<file path="src/rtl/mul_div_if.sv">
// Request/response bundle between an issuing pipeline stage and the iterative
// multiply/divide unit; the unit's write side maps onto register-file port 3.
interface mul_div_if #(
   parameter int DATA_WIDTH    = 32,
   parameter int ADDRESS_WIDTH = 5
) ();
   logic                     start;
   logic [2:0]               funct3;
   logic [DATA_WIDTH-1:0]    rs1_val;
   logic [DATA_WIDTH-1:0]    rs2_val;
   logic [ADDRESS_WIDTH-1:0] rd_addr;
   logic                     busy;
   logic                     done;
   logic [DATA_WIDTH-1:0]    result;
   logic [ADDRESS_WIDTH-1:0] rd_out;
   logic                     we;

   modport master (
      output start, funct3, rs1_val, rs2_val, rd_addr,
      input  busy, done, result, rd_out, we
   );

   modport slave (
      input  start, funct3, rs1_val, rs2_val, rd_addr,
      output busy, done, result, rd_out, we
   );
endinterface

</file>
<file path="src/rtl/mul_div_unit.sv">
// Fixed-latency RV32M multiply/divide unit: shift-add multiply and restoring
// divide on operand magnitudes, one iteration per cycle, sign fix-up at DONE.
module mul_div_unit #(
   parameter int DATA_WIDTH    = 32,
   parameter int ADDRESS_WIDTH = 5
) (
   input logic      clk,
   input logic      rst,
   mul_div_if.slave bus
);
   localparam int W  = DATA_WIDTH;
   localparam int CW = $clog2(DATA_WIDTH);

   typedef enum logic [1:0] {S_IDLE, S_CALC, S_DONE} state_e;
   typedef enum logic [2:0] {
      F_MUL, F_MULH, F_MULHSU, F_MULHU, F_DIV, F_DIVU, F_REM, F_REMU
   } funct_e;

   state_e                   state_q, state_d;
   logic [CW-1:0]            cnt_q;
   funct_e                   op_q;
   logic                     neg_a_q, neg_b_q, div_zero_q;
   logic [W-1:0]             opnd_q;   // multiplicand or divisor magnitude
   logic [W-1:0]             acc_q;    // product high half or partial remainder
   logic [W-1:0]             lo_q;     // multiplier/product low half or dividend/quotient
   logic [ADDRESS_WIDTH-1:0] rd_q, rd_out_q;
   logic [W-1:0]             result_q;

   // Operand conditioning at capture time
   funct_e       f_in;
   logic         a_sgn, b_sgn, neg_a_in, neg_b_in;
   logic [W-1:0] mag_a, mag_b;

   always_comb begin
      f_in     = funct_e'(bus.funct3);
      a_sgn    = f_in inside {F_MULH, F_MULHSU, F_DIV, F_REM};
      b_sgn    = f_in inside {F_MULH, F_DIV, F_REM};
      neg_a_in = a_sgn & bus.rs1_val[W-1];
      neg_b_in = b_sgn & bus.rs2_val[W-1];
      mag_a    = neg_a_in ? -bus.rs1_val : bus.rs1_val;
      mag_b    = neg_b_in ? -bus.rs2_val : bus.rs2_val;
   end

   // One shift-add or restoring-divide step
   logic [W:0]   mul_sum, div_shift;
   logic         div_ge;
   logic [W-1:0] acc_d, lo_d;

   always_comb begin
      // NOTE: every always_comb output gets a default first so no path leaves it unassigned (no latch).
      acc_d     = acc_q;
      lo_d      = lo_q;
      mul_sum   = {1'b0, acc_q} + (lo_q[0] ? {1'b0, opnd_q} : '0);
      div_shift = {acc_q, lo_q[W-1]};
      div_ge    = div_shift >= {1'b0, opnd_q};
      if (op_q[2]) begin
         acc_d = div_ge ? (div_shift[W-1:0] - opnd_q) : div_shift[W-1:0];
         lo_d  = {lo_q[W-2:0], div_ge};
      end else begin
         {acc_d, lo_d} = {mul_sum, lo_q[W-1:1]};
      end
   end

   // Sign correction and result selection, valid while in DONE
   logic [2*W-1:0] prod_s;
   logic [W-1:0]   quo_s, rem_s, final_res;

   always_comb begin
      prod_s    = (neg_a_q ^ neg_b_q) ? -{acc_q, lo_q} : {acc_q, lo_q};
      quo_s     = div_zero_q ? '1 : ((neg_a_q ^ neg_b_q) ? -lo_q : lo_q);
      rem_s     = neg_a_q ? -acc_q : acc_q;
      final_res = prod_s[W-1:0];
      case (op_q)
         F_MUL:                      final_res = prod_s[W-1:0];
         F_MULH, F_MULHSU, F_MULHU:  final_res = prod_s[2*W-1:W];
         F_DIV, F_DIVU:              final_res = quo_s;
         F_REM, F_REMU:              final_res = rem_s;
         default:                    final_res = prod_s[W-1:0];
      endcase
   end

   always_comb begin
      state_d = state_q;
      case (state_q)
         S_IDLE:  if (bus.start) state_d = S_CALC;
         S_CALC:  if (cnt_q == CW'(W - 1)) state_d = S_DONE;
         S_DONE:  state_d = S_IDLE;
         default: state_d = S_IDLE;
      endcase
   end

   always_ff @(posedge clk or posedge rst) begin
      if (rst) begin
         state_q    <= S_IDLE;
         cnt_q      <= '0;
         op_q       <= F_MUL;
         neg_a_q    <= 1'b0;
         neg_b_q    <= 1'b0;
         div_zero_q <= 1'b0;
         opnd_q     <= '0;
         acc_q      <= '0;
         lo_q       <= '0;
         rd_q       <= '0;
         rd_out_q   <= '0;
         result_q   <= '0;
      end else begin
         // NOTE: sequential state uses non-blocking assignments so every register samples pre-edge values.
         state_q <= state_d;
         case (state_q)
            S_IDLE: if (bus.start) begin
               op_q       <= f_in;
               neg_a_q    <= neg_a_in;
               neg_b_q    <= neg_b_in;
               div_zero_q <= (bus.rs2_val == '0);
               opnd_q     <= f_in[2] ? mag_b : mag_a;
               lo_q       <= f_in[2] ? mag_a : mag_b;
               acc_q      <= '0;
               cnt_q      <= '0;
               rd_q       <= bus.rd_addr;
            end
            S_CALC: begin
               acc_q <= acc_d;
               lo_q  <= lo_d;
               cnt_q <= cnt_q + CW'(1);
            end
            S_DONE: begin
               result_q <= final_res;
               rd_out_q <= rd_q;
            end
            default: ;
         endcase
      end
   end

   logic in_done;
   logic [ADDRESS_WIDTH-1:0] rd_sel;

   assign in_done    = (state_q == S_DONE);
   assign rd_sel     = in_done ? rd_q : rd_out_q;
   assign bus.busy   = (state_q != S_IDLE);
   assign bus.done   = in_done;
   assign bus.result = in_done ? final_res : result_q;
   assign bus.rd_out = rd_sel;
   assign bus.we     = in_done && (rd_sel != '0);
endmodule

</file>
<file path="src/flat_wrapper.sv">
// flat-port wrapper written by rule: the top's interface ports become plain ports
module mul_div_unit_flat 
#(
   parameter int DATA_WIDTH    = 32,
   parameter int ADDRESS_WIDTH = 5
)
  (clk, rst, bus_start, bus_funct3, bus_rs1_val, bus_rs2_val, bus_rd_addr, bus_busy, bus_done, bus_result, bus_rd_out, bus_we);
  mul_div_if #(.DATA_WIDTH(DATA_WIDTH), .ADDRESS_WIDTH(ADDRESS_WIDTH)) bus_i ();
  input logic clk;
  input logic rst;
  input wire logic [$bits(bus_i.start)-1:0] bus_start;
  input wire logic [$bits(bus_i.funct3)-1:0] bus_funct3;
  input wire logic [$bits(bus_i.rs1_val)-1:0] bus_rs1_val;
  input wire logic [$bits(bus_i.rs2_val)-1:0] bus_rs2_val;
  input wire logic [$bits(bus_i.rd_addr)-1:0] bus_rd_addr;
  output wire logic [$bits(bus_i.busy)-1:0] bus_busy;
  output wire logic [$bits(bus_i.done)-1:0] bus_done;
  output wire logic [$bits(bus_i.result)-1:0] bus_result;
  output wire logic [$bits(bus_i.rd_out)-1:0] bus_rd_out;
  output wire logic [$bits(bus_i.we)-1:0] bus_we;
  assign bus_i.start = bus_start;
  assign bus_i.funct3 = bus_funct3;
  assign bus_i.rs1_val = bus_rs1_val;
  assign bus_i.rs2_val = bus_rs2_val;
  assign bus_i.rd_addr = bus_rd_addr;
  assign bus_busy = bus_i.busy;
  assign bus_done = bus_i.done;
  assign bus_result = bus_i.result;
  assign bus_rd_out = bus_i.rd_out;
  assign bus_we = bus_i.we;
  mul_div_unit #(.DATA_WIDTH(DATA_WIDTH), .ADDRESS_WIDTH(ADDRESS_WIDTH)) u_core (.clk(clk), .rst(rst), .bus(bus_i));
endmodule
</file>
<file path="config.mk">
export PLATFORM = sky130hd
export DESIGN_NAME = mul_div_unit_flat
export DESIGN_NICKNAME = d
export VERILOG_FILES = /design/src/rtl/mul_div_if.sv /design/src/rtl/mul_div_unit.sv /design/src/flat_wrapper.sv
export SDC_FILE = /design/constraint.sdc
export NUM_CORES = 1
export LEC_CHECK = 0
export CAP_MARGIN = 25
export CORE_MARGIN = 8
export CORE_UTILIZATION = 30
export CTS_BUF_LIST = sky130_fd_sc_hd__clkbuf_16
export DETAILED_ROUTE_END_ITERATION = 8
export MAX_ROUTING_LAYER = met4
export PLACE_DENSITY = 0.43
export REMOVE_ABC_BUFFERS = 1
export SLEW_MARGIN = 20
export SYNTH_ARGS = -nofsm -noshare
export SYNTH_HDL_FRONTEND = slang
export SYNTH_SLANG_ARGS = --single-unit
</file>
<file path="constraint.sdc">
create_clock -name clk -period 5.9 [get_ports clk]
set_clock_uncertainty 0.05 [all_clocks]
set_input_delay 1.18 -clock clk [delete_from_list [all_inputs] [get_ports clk]]
set_output_delay 1.18 -clock clk [all_outputs]
set_load 0.03 [all_outputs]
</file>
==> results.md <==
* Crit path kind: flop to output pin
* Pwr dens at 644 nW/um^2
* Hold slack at 0.420 ns
* Hold Violations, Final at 0
* Mux cell area share after synthesis at 3.58%
* Chip Height at 238 um
* Worst-path clk slew at 0.07 ns
* Vias in the first global route at 14.6k
* Row count at 81
* Cell Area, Placed at between 15000 and 20000 um^2
* Post-Synth Adder-Cell Area at 6.18%
* Worst vdd ir at between 0.0002 and 0.0003 V
* Largest family of logic cells by synthesized area: compound AO/OA/AOI/OAI gates
* Wirelength per Cell at 22.9 um
* Synth area leader: dfrtp_1
* Synth Area in Compound Gates at 27.2%
* Seq/Total Area, Yosys at between 20 and 30%
* CP Launch Type: flop
* CTS Buf Count at 17
* Syn avg cell area at 7.53 um^2
* Synth Cell Area at between 10000 and 15000 um^2
* FMAX at 0.174 GHz
* Post-DRT Antenna Nets at 0
* IO Port Bufs at 114
* First-pass GRT wire length at slightly above 90 mm
* GP Congestion at between 0.9 and 1
* GRT Overall Usage at 22.1%
* Top-area cell type share of the netlist area at about a quarter
* Die area at roughly 57000 um^2
* Core Footprint at 48800 um^2
* DR vias at 15.1k
* Synth Flop Type: dfrtp_1
* NumNets Final at ~2.2k
* Vias per Instance at 5.57
* Dominant cells by area after synthesis: dfrtp_1, a21oi_1, ha_1
* DR iter-0 viols at 1304
* Min Clock Period, post-route at about 5.7 ns
* Data arrival, critical path at 4.50 ns
* Static leakage at just over 7 nW
* Antenna violations before repair at 2
* Dpl hpwl at 48.5 mm
* Syn Inst Count at 1968
* Crit end category: output pin
* Layout cell share with drive strength beyond 1 at 7.32%
* WP data required at 4.67 ns
* DR pass1 iterations at 5
* Final Core Density at 35.8%
* Fraction of registers with async set/reset at 100%
* Synth unique cells at slightly below 80
* Post-CTS Hold Buffers at 0
* Number of synthesis warnings at 0
* H-tree depth at 4
* Clk Latency, worst-skew pair at 0.47 ns
* Final WL at around 62 mm
* Final Max Tran Viols at 0
* TritonCTS clock tree: done
* # Max-Cap Violations at 0
* #FFs+latches synth at 151
* I/O Pins at 115
* Synth top cells by count: nand2_1, a21oi_1, nor2_1, o21ai_0, dfrtp_1
* Largest net degree at the start of global routing at around 110
* Final period util at 97.2%
* Sinks on Clock Net at 151
* Crit-path max FO at 8
* Post-route DRC at 0
* Slew HR at 34.1%
* Post-route setup TNS at 0 ns
* EDFF count, synth at 0
* Slew @ Worst Pin at ~1 ns
* Final setup violation count at 0
* Fin area at 17500 um^2
* CTS root buffer: clkbuf_16
* Die Width at 238 um
* Area Overhead vs Synth at 18.0%
* Starting density of the core at 30.3%
* XOR/XNOR share of the synthesized area at a little over a tenth
* GRT overflow at 0
* Simple-Gate Fraction of Synth Area at 20.6%
* Hold Path Class: flop to flop
* Final Total Pwr at 11.3 mW
* Most common cell in the netlist: nand2_1
* Max Root-Sink Buffers at 2
* Status: complete, no violations
-- report_power, final --
| group | internal (mW) | switching, mW |
|---|---|---|
| Sequential | 1.46 | 0.612 |
| Combinational | 3.05 | 4.92 |
| Clock | 0.710 | 0.519 |
-- flip-flops by register name, summed over array words and instances (netlist names) --
| signal | cells |
|---|---|
| u_core.op_q | 3 |
| u_core.cnt_q | 5 |
| u_core.rd_q | 5 |
| u_core.state_q | 2 |
| u_core.acc_q | 32 |
| u_core.lo_q | 32 |
| u_core.div_zero_q | 1 |
| u_core.neg_a_q | 1 |
| u_core.opnd_q | 32 |
| u_core.result_q | 32 |
| u_core.rd_out_q | 5 |
| u_core.neg_b_q | 1 |
-- cell families after synthesis --
| logic type | after synthesis |
|---|---|
| AO/OA/AOI/OAI | 647 |
| XOR/XNOR | 183 |
| adder cells (fa/ha/maj) | 72 |
| buffers and inverters | 209 |
| flip-flops | 151 |
| multiplexers | 53 |
| AND/OR/NAND/NOR | 653 |
-- area by class of cell --
cell class / instances / area (um^2)
Clock inverter: 15 / 199
Multi-Input combinational cell: 1608 / 10200
Timing Repair Buffer: 186 / 1790
Antenna cell: 1 / 2.50
Sequential cell: 151 / 3780
Fill cell: 5264 / 31400
Inverter: 71 / 272
Clock buffer: 17 / 425
Tap cell: 664 / 831
-- final timing paths --
| check | from | endpoint | slack, ns | cells past startpoint |
|---|---|---|---|---|
| setup / recovery | u_core.lo_q[11] | bus_result[9] | 0.17 | 12 |
| hold / removal | u_core.result_q[12] | u_core.result_q[12] | 0.42 | 2 |
| setup reg to reg | u_core.lo_q[0] | u_core.acc_q[29] | 1.14 | 15 |
| hold reg to reg | u_core.result_q[12] | u_core.result_q[12] | 0.42 | 2 |
| max in group asynchronous | rst | u_core.acc_q[5] | 3.49 | 3 |
| min in group asynchronous | rst | u_core.rd_out_q[4] | 1.21 | 2 |
-- routing by layer --
layer | part of all wire, % | track usage [%] | vias up
met3 | 5.4 | 3.77 | 68
met2 | 44 | 32.6 | 471
met1 | 48 | 30.4 | 7307
met4 | 3.0 | 7.61 | 0
met5 | 0 | - | -
li1 | - | - | 7258
-- critical path, stage by stage, from the launching register on --
cell             delay, ns
dfrtp_1               0.47
or4_4                 0.58
or4_4                 0.47
nor4b_4               0.27
buf_4                 0.19
nand2_2               0.06
or4_4                 0.48
a21oi_1               0.17
o21ai_0               0.10
o211ai_1              0.09
o21ai_0               0.13
o21ai_0               0.28
clkdlybuf4s50_1       0.74
-- what timing repair did --
action,4_1_cts,5_1_grt
buffers inserted,0,1
resized for setup,1,8
setup endpoints to repair,1,13
pin swaps,0,1
-- cells in the final DEF, fill, tap and decap left out, drive strengths merged, types with 74 or more instances in the layout --
cell type | netlist | final
o21ai | 171 | 171
xor2 | 83 | 83
clkdlybuf4s50 | 0 | 98
dfrtp | 151 | 151
buf | 20 | 83
a21oi | 188 | 188
xnor2 | 100 | 100
inv | 70 | 74
nor2 | 183 | 183
nand2 | 228 | 228
-- stage by stage --
stage	cells	setup slack (ns)
after floorplan	1830	0.582
after global placement	2677	0.398
after detailed placement	2679	0.362
after CTS	2711	0.0316
after global routing	2713	-0.00508
final	2713	0.168
No activity file was read; power rests on OpenSTA's default activity.
==> edit (same settings) <==
`DATA_WIDTH` is set to 32 in 3 places; all go to 16.
--- a/src/rtl/mul_div_if.sv
+++ b/src/rtl/mul_div_if.sv
@@ -1,7 +1,7 @@
 // Request/response bundle between an issuing pipeline stage and the iterative
 // multiply/divide unit; the unit's write side maps onto register-file port 3.
 interface mul_div_if #(
-   parameter int DATA_WIDTH    = 32,
+   parameter int DATA_WIDTH    = 16,
    parameter int ADDRESS_WIDTH = 5
 ) ();
    logic                     start;
--- a/src/rtl/mul_div_unit.sv
+++ b/src/rtl/mul_div_unit.sv
@@ -1,7 +1,7 @@
 // Fixed-latency RV32M multiply/divide unit: shift-add multiply and restoring
 // divide on operand magnitudes, one iteration per cycle, sign fix-up at DONE.
 module mul_div_unit #(
-   parameter int DATA_WIDTH    = 32,
+   parameter int DATA_WIDTH    = 16,
    parameter int ADDRESS_WIDTH = 5
 ) (
    input logic      clk,
--- a/src/flat_wrapper.sv
+++ b/src/flat_wrapper.sv
@@ -1,7 +1,7 @@
 // flat-port wrapper written by rule: the top's interface ports become plain ports
 module mul_div_unit_flat 
 #(
-   parameter int DATA_WIDTH    = 32,
+   parameter int DATA_WIDTH    = 16,
    parameter int ADDRESS_WIDTH = 5
 )
   (clk, rst, bus_start, bus_funct3, bus_rs1_val, bus_rs2_val, bus_rd_addr, bus_busy, bus_done, bus_result, bus_rd_out, bus_we);
Ports: changed (resized bus_result, bus_rs1_val and bus_rs2_val); port bits go from 115 to 67. No check against the original RTL was run, so the function may have changed too.
==> edit against the original RTL <==
Combinational power down 51%; synthesized area fell by 47%; global-route usage shrank 4.8 points; sequential cell count fell by 65; worst setup slack improved by 680 ps; power down 47%; final area decreased by 48%; critical path depth fell by 5; fmax increased by 14%; routed wire length fell by 57%; highest routed layer unchanged.
==> edit: results (changes against the original RTL) <==
clk_lat worst skew = 360 ps (-110 ps)
first-pass GRT wire length = 41.6 mm (-56%)
drt pass-1 iters = 7 (+2)
cts bufs inserted = 9 (-8)
relative slew slack = 0.374 (+0.0333)
register area share after synthesis = 0.273 (+0.0185)
DR iter-0 viols = 461 (-65%)
fillers = 2789 (-47%)
WL per Instance = 19.1 um (-17%)
HPWL after detailed placement = 20.5 mm (-58%)
setup slack at placement = 1230 ps (+872 ps)
overall routing resource usage = 0.173 (-0.0483)
Post-synth ARST share = 1.00 (unchanged)
Area contributors post-synth = dfrtp_1 (27%), nand2_1 (6.7%), ha_1 (5.9%), xnor2_1 (5.3%), a21oi_1 (5.1%)
antenna violations before repair = 0 (-2)
most instantiated cells after synthesis = nand2_1 (141), nor2_1 (101), dfrtp_1 (86), a21oi_1 (81), o21ai_0 (76)
CP max FO = 21 (+13)
largest net degree at the start of global routing = 63 (-41%)
PostCTS Resize Cnt = 0 (-1)
share of cells above drive strength 1 = 0.0568 (-0.0165)
status = complete, no violations
Worst VDD drop = 189 uV (-26%)
arrival time worst endpoint = 3820 ps (-680 ps)
vias in the first global route = 7131 (-51%)
Leak = 3.71 nW (-48%)
Buffers on Ports = 66 (-42%)
vias per inst = 5.25 (-5.6%)
Layout Nets = 1134 (-48%)
ant diodes = 0 (-1)
[edit: per-stage QoR]
stage / std cells / area (um^2) / util / power, W
global placement: 1376 / 8750 / 0.338 / 0.00529
global route: 1392 / 9070 / 0.350 / 0.00646
finish: 1392 / 9070 / 0.350 / 0.00592
detailed placement: 1376 / 8750 / 0.338 / 0.00527
CTS: 1392 / 9070 / 0.350 / 0.00593
floorplan: 963 / 7580 / - / 0.00411
[edit: routing by layer]
metal,up-vias,GRT usage,part of all wire
met5,-,-,0
met1,3425,0.237,0.50
li1,3710,-,-
met3,24,0.0193,0.033
met2,153,0.268,0.46
met4,0,0.0462,0.014
[edit: kinds of logic (layout without fill, tap and decap cells)]
group / after synthesis / after routing / synth area share
compound gates: 321 / 321 / 0.258
xor+xnor: 91 / 91 / 0.101
fa+ha+maj: 39 / 39 / 0.0639
buf+inv: 112 / 137 / 0.0579
flops: 86 / 86 / 0.273
mux: 25 / 25 / 0.0323
simple gates: 358 / 358 / 0.213
[edit: cell type report]
cell class                 count  area [um^2]  area share
clock inverter                 7         97.6      0.0108
tap                          335          419      0.0462
inverter                      43          163      0.0179
timing repair buffer          78          746      0.0822
sequential                    86         2150       0.237
multi-input combinational    834         5270       0.581
clock buffer                   9          225      0.0248
[edit: critical path, cell delays in order (launching register included)]
cell and delay, ps:
dfrtp_1 810, xor2_1 800, o31ai_1 200, xnor2_1 420, a2bb2oi_1 190, a22oi_1 80
a31oi_1 250, clkdlybuf4s50_1 710
[edit: report_power, final]
group / switching, W / internal (W)
registers: 0.000502 / 0.000847
clock network: 0.000270 / 0.000373
logic: 0.00231 / 0.00163
total: 0.00308 / 0.00285
[edit: worst paths after layout]
| path | from | endpoint | slack [ps] | cells past startpoint |
|---|---|---|---|---|
| max reg2reg | u_core.lo_q[0] | u_core.acc_q[13] | 2580 | 11 |
| min in group asynchronous | rst | u_core.result_q[5] | 1240 | 2 |
| max in group asynchronous | rst | u_core.opnd_q[7] | 3520 | 3 |
| min reg2reg | u_core.rd_out_q[0] | u_core.rd_out_q[0] | 420 | 2 |
| min | u_core.rd_out_q[0] | u_core.rd_out_q[0] | 420 | 2 |
| max | u_core.neg_a_q | bus_result[3] | 850 | 7 |
